$ cat config.mk
export PLATFORM = sky130hd
export DESIGN_NAME = req_gnt_ch_fsm
export DESIGN_NICKNAME = d
export VERILOG_FILES = /design/src/rtl/req_gnt_chk_pkg.sv /design/src/rtl/req_gnt_ch_fsm.sv
export SDC_FILE = /design/constraint.sdc
export NUM_CORES = 1
export LEC_CHECK = 0
export BUFFER_PORTS_ARGS = -buffer_cell sky130_fd_sc_hd__buf_2
export CAP_MARGIN = 0
export CORE_ASPECT_RATIO = 0.8
export CORE_MARGIN = 2
export CORE_UTILIZATION = 40
export DETAILED_ROUTE_END_ITERATION = 6
export GPL_ROUTABILITY_DRIVEN = 1
export HOLD_SLACK_MARGIN = 0.05
export SLEW_MARGIN = 15
export SYNTH_ARGS = -nofsm -noshare
export SYNTH_HDL_FRONTEND = slang
export SYNTH_SLANG_ARGS = --single-unit
$ cat constraint.sdc
create_clock -name clk -period 1.3 [get_ports clk]
set_clock_uncertainty 0.2 [all_clocks]
set_input_delay 0.065 -clock clk [delete_from_list [all_inputs] [get_ports clk]]
set_output_delay 0.065 -clock clk [all_outputs]
set_load 0.02 [all_outputs]
$ cat src/rtl/req_gnt_chk_pkg.sv
// Shared types for the request/grant window checker: FSM states, error codes
// and the width of the per-channel age counter.
package req_gnt_chk_pkg;
   localparam int AGE_W = 8;

   typedef enum logic [1:0] {IDLE, WAIT, DONE, FLUSH} chk_state_e;
   typedef enum logic [1:0] {
      EARLY   = 2'd0,
      TIMEOUT = 2'd1,
      DROP    = 2'd2,
      SPUR    = 2'd3
   } err_code_e;
endpackage

$ cat src/rtl/req_gnt_ch_fsm.sv
// Per-channel request/grant tracker. Decides pass/error for each edge and
// registers the verdict, so results lag the sampling edge by one cycle.
module req_gnt_ch_fsm
   import req_gnt_chk_pkg::*;
#(
   parameter int MIN_LAT = 1,
   parameter int MAX_LAT = 4
) (
   input  logic             clk,
   input  logic             rst,
   input  logic             req,
   input  logic             gnt,
   output logic             pass,
   output logic             err,
   output err_code_e        code,
   output logic [AGE_W-1:0] lat
);
   localparam logic [AGE_W-1:0] MIN_AGE = AGE_W'(MIN_LAT);
   localparam logic [AGE_W-1:0] MAX_AGE = AGE_W'(MAX_LAT);

   chk_state_e       state, state_nxt;
   logic [AGE_W-1:0] age, age_nxt;
   logic             pass_nxt, err_nxt, do_eval;
   err_code_e        code_nxt;
   logic [AGE_W-1:0] lat_nxt, l_eval;

   always_ff @(posedge clk) begin
      if (rst) begin
         state <= IDLE;
         age   <= '0;
         pass  <= 1'b0;
         err   <= 1'b0;
         code  <= EARLY;
         lat   <= '0;
      end else begin
         state <= state_nxt;
         age   <= age_nxt;
         pass  <= pass_nxt;
         err   <= err_nxt;
         code  <= code_nxt;
         lat   <= lat_nxt;
      end
   end

   always_comb begin
      state_nxt = state;
      age_nxt   = age;
      pass_nxt  = 1'b0;
      err_nxt   = 1'b0;
      code_nxt  = EARLY;
      lat_nxt   = '0;
      do_eval   = 1'b0;
      l_eval    = '0;
      unique case (state)
         WAIT: begin
            if (gnt) begin
               do_eval   = 1'b1;
               l_eval    = age;
               state_nxt = DONE;
               age_nxt   = '0;
            end else if (!req) begin
               err_nxt   = 1'b1;
               code_nxt  = DROP;
               state_nxt = IDLE;
               age_nxt   = '0;
            end else if (age >= MAX_AGE) begin
               err_nxt   = 1'b1;
               code_nxt  = TIMEOUT;
               state_nxt = FLUSH;
               age_nxt   = '0;
            end else begin
               age_nxt = age + 1'b1;
            end
         end
         FLUSH: begin
            if (gnt) begin
               err_nxt  = 1'b1;
               code_nxt = SPUR;
            end
            if (!req) state_nxt = IDLE;
         end
         default: begin
            // DONE only differs from IDLE by treating a repeated grant as spurious
            if (state == DONE && gnt) begin
               err_nxt   = 1'b1;
               code_nxt  = SPUR;
               state_nxt = IDLE;
            end else if (req && gnt) begin
               do_eval   = 1'b1;
               state_nxt = DONE;
            end else if (req) begin
               if (MAX_LAT == 0) begin
                  err_nxt   = 1'b1;
                  code_nxt  = TIMEOUT;
                  state_nxt = FLUSH;
               end else begin
                  state_nxt = WAIT;
                  age_nxt   = AGE_W'(1);
               end
            end else begin
               if (gnt) begin
                  err_nxt  = 1'b1;
                  code_nxt = SPUR;
               end
               state_nxt = IDLE;
            end
         end
      endcase
      if (do_eval) begin
         if (l_eval < MIN_AGE) begin
            err_nxt  = 1'b1;
            code_nxt = EARLY;
         end else begin
            pass_nxt = 1'b1;
            lat_nxt  = l_eval;
         end
      end
   end
endmodule

### Yosys cells after proc, flatten, opt, wreduce, memory -nomap -nowiden

Cells that the tools add are included.

| operators by class | value |
|---|---|
| add/subtract/negate cells | 1 |
| mux-type cells | 41 |
| eq/ne operators | 7 |
| bitwise gates (word level) | 2 |
| $lt $le $gt $ge | 2 |
| reductions and logical operators | 7 |

Operator list:

| cell | count |
|---|---|
| $mux 8 | 8 |
| $mux 2 | 14 |
| $pmux 8 s2 | 1 |
| $mux 1 | 14 |
| $add 8x1->8 const B | 1 |
| $ge 8x3->1 const B | 1 |
| $lt 8x1->1 const B | 1 |
| $pmux 2 s2 | 2 |
| $eq 2x2->1 const B | 2 |
| $ne 2x1->1 const B | 2 |
| $ne 4x4->1 const B | 1 |
| $pmux 1 s2 | 2 |
| $reduce_and 4->1 | 1 |
| $reduce_or 3->1 | 1 |
| $eq 2x1->1 const B | 1 |
| $logic_and 1x1->1 | 2 |
| $ne 2x2->1 const B | 1 |
| $not 1->1 | 2 |
| $reduce_and 2->1 | 1 |
| $reduce_bool 2->1 | 1 |
| $reduce_or 2->1 | 1 |

| word-level totals | value |
|---|---|
| flip-flop bits (word level) | 22 |
| word-level logic and storage cells | 66 |

### Depth between registers and ports, before layout

Gate-level depths: netlist of the first run.

| depth | value |
|---|---|
| depth after elaboration | 7 |
| depth in mapped cells | 6 |
| gate-level depth less buffers | 4 |

### Least setup slack after synthesis of the first run

No wires, ideal clock.

| path | value |
|---|---|
| kind | register to register |
| start | register age[2] |
| end | register age[0] |
| period minus slack after synthesis | 1.492 ns |
| data arrival time | 1.204 ns |
| cell stages (with the launch flop) | 5 |
| path buffers | 0 |
| data required time | 1.012 ns |
| setup slack | -0.192 ns |
| cells stage by stage | dfxtp_1 nor4_4 nand2_1 or2_1 a311oi_2 |

| between the ends | value |
|---|---|
| longest elaborated chain between the ends | 5 |

Ends and longest elaborated chain:

| item | line | RTL |
|---|---|---|
| from (decl) | req_gnt_ch_fsm.sv:22 | `logic [AGE_W-1:0] age, age_nxt;` |
| from (signal assigned) | req_gnt_ch_fsm.sv:37 | `age <= age_nxt;` |
| $ge 8x3->1 | req_gnt_ch_fsm.sv:66 | `end else if (age >= MAX_AGE) begin` |
| $mux 8 | req_gnt_ch_fsm.sv:66 |  |
| $mux 8 | req_gnt_ch_fsm.sv:61 | `end else if (!req) begin` |
| $mux 8 | req_gnt_ch_fsm.sv:56 | `if (gnt) begin` |
| $pmux 8 s2 | req_gnt_ch_fsm.sv:54 | `unique case (state)` |

Every way passes these cells.
A chain may end at the register's enable or synchronous reset.

### Final worst setup path of the first run

| path | value |
|---|---|
| start | register age[7] |
| end | register lat[7] |

| between the ends | value |
|---|---|
| longest elaborated chain between the ends | 4 |

Ends and longest elaborated chain:

| item | line | RTL |
|---|---|---|
| $mux 8 (*) | req_gnt_ch_fsm.sv:56 |  |
| $mux 8 (*) | req_gnt_ch_fsm.sv:54 |  |
| $lt 8x1->1 | req_gnt_ch_fsm.sv:110 | `if (l_eval < MIN_AGE) begin` |
| $reduce_or 3->1 (no line) | -- |  |
| to (signal assigned) | req_gnt_ch_fsm.sv:41 | `lat <= lat_nxt;` |
| to (decl) | req_gnt_ch_fsm.sv:16 | `output logic [AGE_W-1:0] lat` |

Mark *: on every way between the ends. The rest lies on a longest branch, timed or not.

==> qor.csv, run 1 <==
metric,value,unit
maximum root-to-sink buffer count,2,
max-slew violation count,0,
"commonest cells after routing, fill and taps aside","sky130_fd_sc_hd__dfxtp_1, sky130_fd_sc_hd__buf_4, sky130_fd_sc_hd__buf_2, sky130_fd_sc_hd__nor2_1",
ratio of routed vias to standard cells,5.05,
number of rows in the core area,14,
via count of the first global-routing pass,760,
actual slew at the worst max-slew pin,0.447,ns
H-tree lvl count,1,
max-cap viol count,0,
Worst Setup Path Type,reg2reg,
crit path max fanout,7,
Starting Density,0.438,
Floorplan Core Area,1960,sq um
largest incremental delay on the critical path,0.36,ns
overall die area,2540,sq um
share of the synthesized area in the top cell type,0.512,
overall routed net length,2210,microns
total global routing overflow,0,
most frequently used flop master after synthesis,sky130_fd_sc_hd__dfxtp_1,
worst path cell trace,nor4_4 > buf_4 > a41o_4 > nor2_4 > and2_1,
layout cells sized above 1,0.554,
element type at the critical path end,register,
clock buffers created by TritonCTS,3,
width of the die,55.8,microns
DRT iter0 DRCs,19,
setup repair after global routing missed its margin,true,
arrival time worst endpoint,1.57,ns
DP Wirelength,1390,microns
Mapped Cells,86,
area added between synthesis and finish,59.1,%
Routability Congestion,0.781,
wire length of the first global-routing pass,3480,microns
residual DRC count,0,
result of the run,"complete, but fails checks",
initial antenna violation count,0,
vertical die dimension,45.5,microns
min-delay worst type,in2reg,
antenna violation net count after detailed routing,0,
worst-skew pair later-pin latency,0.31,ns
critical path's slowest cell,sky130_fd_sc_hd__dfxtp_2,
violated checks,negative setup slack,
synthesized area per cell,10.0,sq um
nets@finish,137,
final critical-path setup slack,-0.249,ns
port buffer count,15,
family with the most delay on the worst path,simple AND/OR/NAND/NOR gates,
clock-pin transition on the worst setup and hold timing paths,0.12,ns
DR WL/cell,14.4,microns
Clk Tree Root Cell,sky130_fd_sc_hd__clkbuf_4,
setup slack of the worst register-to-register path,-0.25,ns
"Buf+Inv Stages, Crit Path",1,
largest cells by area after synthesis,"sky130_fd_sc_hd__dfxtp_1, sky130_fd_sc_hd__and2_1, sky130_fd_sc_hd__nor2_1",
CTS Sinks,22,
net count of the mapped netlist,92,
Worst Setup Start Kind,register,
number of detailed-route iterations in the first pass,4,
number of instances in the placed design,141,
share of the yosys chip area belonging to registers,0.512,
count of non-filler cells in the finished layout,154,
post-synthesis instance area,860,sq um
largest area contributor in the synthesized netlist,sky130_fd_sc_hd__dfxtp_1,
total via count after detailed routing,778,
number of fillers in the final layout,141,
count of state elements after synthesis,22,
data required time at the worst endpoint,1.33,ns
worst setup slack before clock tree synthesis,-0.240,ns
number of flops mapped to enable cells by yosys,0,
power density over the cells,1020,nW/um^2
relative slew slack,0.701,
pin count of the biggest net entering global routing,14,
total power consumption of the routed design,1400,uW
Peak supply drop,1.41,mV
overall fraction of global-route tracks in use,0.186,
# setup viols final,16,
Unique masters post-synth,33,
IO Pins,16,
Leakage Power,0.000608,uW
maximum achievable frequency,0.646,GHz
Yosys warnings,0,
TritonCTS clock tree,done,
final period utilization,1.19,
proportion of synthesized flip-flops having asynchronous set or reset,0,
Antenna diodes,0,
post-layout min period,1.55,ns
final hold vios,0,
==> stage by stage <==
stage          utilization  TNS (ns)  hold WS (ns)  instance area, sq um
2_1_floorplan            -     -1.42       -0.0471                   907
6_report             0.697     -3.45         0.169                  1370
5_1_grt              0.697     -4.65         0.184                  1370
4_1_cts              0.657     -3.31        0.0828                  1290
3_5_place_dp         0.575     -2.86         0.116                  1130
3_3_place_gp         0.575     -2.53         0.111                  1130
==> layer usage <==
layer  vias to the layer above  wire length (microns)  global-route usage
met1                       372                   1070               0.222
met2                        16                   1030               0.324
met5                         -                      0                   0
li1                        388                      -                   -
met4                         0                     19              0.0571
met3                         2                     92              0.0653
==> cell type report <==
type,count,area [sq um],share of cell area
Sequential cell,22,447,0.327
Inverter,2,7.51,0.00549
Multi-Input combinational cell,59,514,0.376
Tap cell,24,30.0,0.0220
Clock inverter,1,30.0,0.0220
Timing Repair Buffer,43,317,0.231
Clock buffer,3,22.5,0.0165
==> registers in the layout (all words and copies together) (netlist names) <==
register	count
lat	8
state	2
age	8
pass	1
code	2
err	1
==> worst reg2reg max path, delay by kind of cell, from the launching register on <==
family | cells | cell delay [ns]
buf+inv | 1 | 0.17
simple gates | 3 | 0.52
flops | 1 | 0.36
compound gates | 1 | 0.21
==> kinds of logic (layout without fill, tap and decap cells) <==
family | after synthesis | in the layout | synth area share
DFF | 22 | 22 | 0.512
and+or+nand+nor | 41 | 41 | 0.288
buffers and inverters | 5 | 49 | 0.0247
xor gates and xnor gates | 1 | 1 | 0.0102
muxes | 1 | 1 | 0.0116
adders and majority gates | 2 | 2 | 0.0291
AOI/OAI and AO/OA | 14 | 14 | 0.124
==> report_power, final <==
group / total (uW) / switching, uW / internal, uW
Combinational: 176 / 85.7 / 90.0
Sequential: 691 / 6.39 / 684
Clock: 531 / 219 / 312
Total: 1400 / 311 / 1090
==> final timing paths <==
check,start,cells after the start,end
worst max-delay path,age[7]$_SDFFE_PP0P_,5,lat[7]$_SDFF_PP0_
worst min-delay path,gnt,6,age[1]$_SDFFE_PP0P_
worst min register to register,age[6]$_SDFFE_PP0P_,1,age[6]$_SDFFE_PP0P_
worst max register to register,age[7]$_SDFFE_PP0P_,5,lat[7]$_SDFF_PP0_
==> cell usage after synthesis (all sizes together), types with 3 or more instances <==
cell type	number
dfxtp	22
nor2	10
and2	6
nand2	5
a21oi	4
nand2b	3
nor3	3
nor3b	3
==> timing repair <==
| action | in CTS | in global routing |
|---|---|---|
| setup endpoints to repair | 18 | 19 |
| gates resized for setup | 10 | 17 |
| endpoints found under the hold margin | 13 | 1 |
| buffers inserted | 4 | 1 |
| hold buffers | 5 | 1 |
| pin swaps | 13 | 12 |
Note: power is estimated with default switching activity, not from simulation.
==> run 2, diff against run 1 <==
==> constraint.sdc (replaced) <==
create_clock -name clk -period 1.3 [get_ports clk]
set_clock_uncertainty 0.2 [all_clocks]
set_input_delay 0.13 -clock clk [delete_from_list [all_inputs] [get_ports clk]]
set_output_delay 0.13 -clock clk [all_outputs]
set_load 0.02 [all_outputs]
==> run 2 against run 1 <==
The flow still finishes with violations (negative setup slack). Utilization is 2.1 points lower. Non-clock buffer count unchanged. First-iteration DRC count shrank 47%. Setup slack got worse by 0.026 ns. Clock-buffer cell count did not move. Global-route usage shrank 0.097 points. Critical path type unchanged. Via count increased by 1.5%. Critical path depth decreased by 1. Power fell by 0.26%.
==> qor.csv, run 2 (synthesis gave the netlist of run 1 again) <==
metric,value,unit,change
H-tree lvl count,1,,unchanged
number of detailed-route iterations in the first pass,4,,unchanged
maximum achievable frequency,0.635,GHz,-1.7%
DR WL/cell,14.2,microns,-1.1%
Peak supply drop,0.829,mV,-41%
clock buffers created by TritonCTS,3,,unchanged
IO Pins,16,,unchanged
family with the most delay on the worst path,simple AND/OR/NAND/NOR gates,,
endpoint of the worst-slack reg-to-reg timing path,age[4]$_SDFFE_PP0P_,,
Starting Density,0.438,,unchanged
number of rows in the core area,14,,unchanged
violated checks,negative setup slack,,
largest incremental delay on the critical path,0.38,ns,+0.02 ns
element type at the critical path end,register,,
initial antenna violation count,0,,unchanged
via count of the first global-routing pass,711,,-6.4%
crit path max fanout,5,,-2
area added between synthesis and finish,54.3,%,
relative slew slack,0.771,,+0.0701
Antenna diodes,0,,unchanged
layout cells sized above 1,0.508,,-0.0462
"commonest cells after routing, fill and taps aside","sky130_fd_sc_hd__buf_4, sky130_fd_sc_hd__dfxtp_1, sky130_fd_sc_hd__buf_2, sky130_fd_sc_hd__nor2_1, sky130_fd_sc_hd__and2_1",,
nets@finish,137,,unchanged
final hold slack,0.0634,ns,-0.105 ns
overall die area,2540,sq um,unchanged
DP Wirelength,1450,microns,+4.4%
final period utilization,1.21,,+0.0202
antenna violation net count after detailed routing,0,,unchanged
depth of the worst hold-timing path,4,,-2
vertical die dimension,45.5,microns,unchanged
pin count of the biggest net entering global routing,14,,unchanged
# setup viols final,18,,+2
final hold vios,0,,unchanged
setup slack of the worst register-to-register path,-0.27,ns,-0.03 ns
width of the die,55.8,microns,unchanged
result of the run,"complete, but fails checks",,
actual slew at the worst max-slew pin,0.343,ns,-0.105 ns
wire length of the first global-routing pass,3420,microns,-1.8%
CTS Sinks,22,,unchanged
Routability Congestion,0.770,,-1.4%
reg2reg start,age[4]$_SDFFE_PP0P_,,
hold endpoint,state[1]$_SDFFE_PP0P_,,
Worst Setup Start Kind,register,,
total global routing overflow,0,,unchanged
overall routed net length,2190,microns,-1.1%
maximum root-to-sink buffer count,2,,unchanged
Worst Setup Path Type,reg2reg,,
power density over the cells,1050,nW/um^2,+2.8%
max-cap viol count,0,,unchanged
"commonest non-fill, non-tap cell in the layout",sky130_fd_sc_hd__buf_4,,
accumulated negative setup slack,-3.85,ns,-0.398 ns
min-delay worst type,in2reg,,
clock-pin transition on the worst setup and hold timing paths,0.13,ns,about the same
total via count after detailed routing,790,,+1.5%
max-slew violation count,0,,unchanged
Leakage Power,0.000596,uW,-2.0%
FF-to-FF path depth,4,,-1
worst-skew pair later-pin latency,0.33,ns,+0.02 ns
largest registers in the final layout,"age: 8 flops, lat: 8 flops",,
setup repair after global routing missed its margin,true,,
worst path cell trace,nor4_4 > a31oi_1 > or3_4 > nor2_1,,
residual DRC count,0,,unchanged
DRT iter0 DRCs,10,,-9
Floorplan Core Area,1960,sq um,unchanged
overall fraction of global-route tracks in use,0.185,,-0.000973
total power consumption of the routed design,1390,uW,-0.26%
data required time at the worst endpoint,1.37,ns,+0.04 ns
critical path's slowest cell,sky130_fd_sc_hd__or3_4,,
TritonCTS clock tree,done,,
Clk Tree Root Cell,sky130_fd_sc_hd__clkbuf_4,,
port buffer count,15,,unchanged
hold path startpoint,req,,
ratio of routed vias to standard cells,5.13,,+1.5%
post-layout min period,1.57,ns,+0.0262 ns
"Buf+Inv Stages, Crit Path",0,,-1
final critical-path setup slack,-0.275,ns,-0.0262 ns
arrival time worst endpoint,1.65,ns,+0.08 ns
## run 2: changes by cell type in the layout (fill, tap and decap cells not counted), sizes merged
| cell | delta |
|---|---|
| buf | +2 |
| dlymetal6s4s | -1 |
| dlygate4sd3 | -1 |
## run 2: worst min-delay path, stage by stage
cell	delay, ns
sky130_fd_sc_hd__buf_2	0.10
sky130_fd_sc_hd__buf_4	0.14
sky130_fd_sc_hd__o21bai_4	0.07
sky130_fd_sc_hd__o2bb2ai_4	0.12
## run 2: per-stage QoR
| stage | utilization | setup WS (ns) | cell area (sq um) | cells |
|---|---|---|---|---|
| final | 0.676 | -0.275 | 1330 | 154 |
| after CTS | 0.647 | -0.282 | 1270 | 152 |
| after global routing | 0.676 | -0.362 | 1330 | 154 |
| after floorplan | - | -0.146 | 907 | 86 |
| after global placement | 0.587 | -0.217 | 1150 | 144 |
| after detailed placement | 0.587 | -0.234 | 1150 | 144 |
## run 2: cell type report
cell class,instances,area [sq um]
Tap cell,24,30.0
Clock buffer,3,22.5
Inverter,2,7.51
Clock inverter,1,30.0
Multi-Input combinational cell,59,483
Timing Repair Buffer,43,305
Sequential cell,22,448
Fill cell,164,636
## run 2: power by group
group          internal (uW)  total (uW)  leakage (uW)  switching, uW
clock network            312         530     0.0000279            218
logic                   87.3         172      0.000388           84.4
registers                685         692      0.000180           7.70
total                   1080        1390      0.000596            310
## run 2: worst max-delay path by stage
stage	from	to	slack (ns)	depth (start not counted)
2_1_floorplan	age[7]$_SDFFE_PP0P_	age[4]$_SDFFE_PP0P_	-0.15	4
3_3_place_gp	age[7]$_SDFFE_PP0P_	age[4]$_SDFFE_PP0P_	-0.22	4
5_1_grt	age[4]$_SDFFE_PP0P_	age[5]$_SDFFE_PP0P_	-0.36	4
4_1_cts	age[4]$_SDFFE_PP0P_	age[1]$_SDFFE_PP0P_	-0.28	4
6_report	age[4]$_SDFFE_PP0P_	age[4]$_SDFFE_PP0P_	-0.27	4
3_5_place_dp	age[7]$_SDFFE_PP0P_	age[1]$_SDFFE_PP0P_	-0.23	4
## run 2: what timing repair did
action                     CTS  global route
setup endpoints to repair   19            19
cloned                       0             0
pin swaps                    6             2
buffers inserted             3             0
hold endpoints to repair     7             6
gates resized for setup      9             7
hold buffers                 2             2
## run 2: routing by layer
metal | up-vias | global-route usage | share of wire
met1 | 374 | 0.221 | 0.46
li1 | 391 | - | -
met3 | 6 | 0.0653 | 0.053
met4 | 0 | 0.0619 | 0.024
met2 | 19 | 0.319 | 0.46
met5 | - | 0 | 0
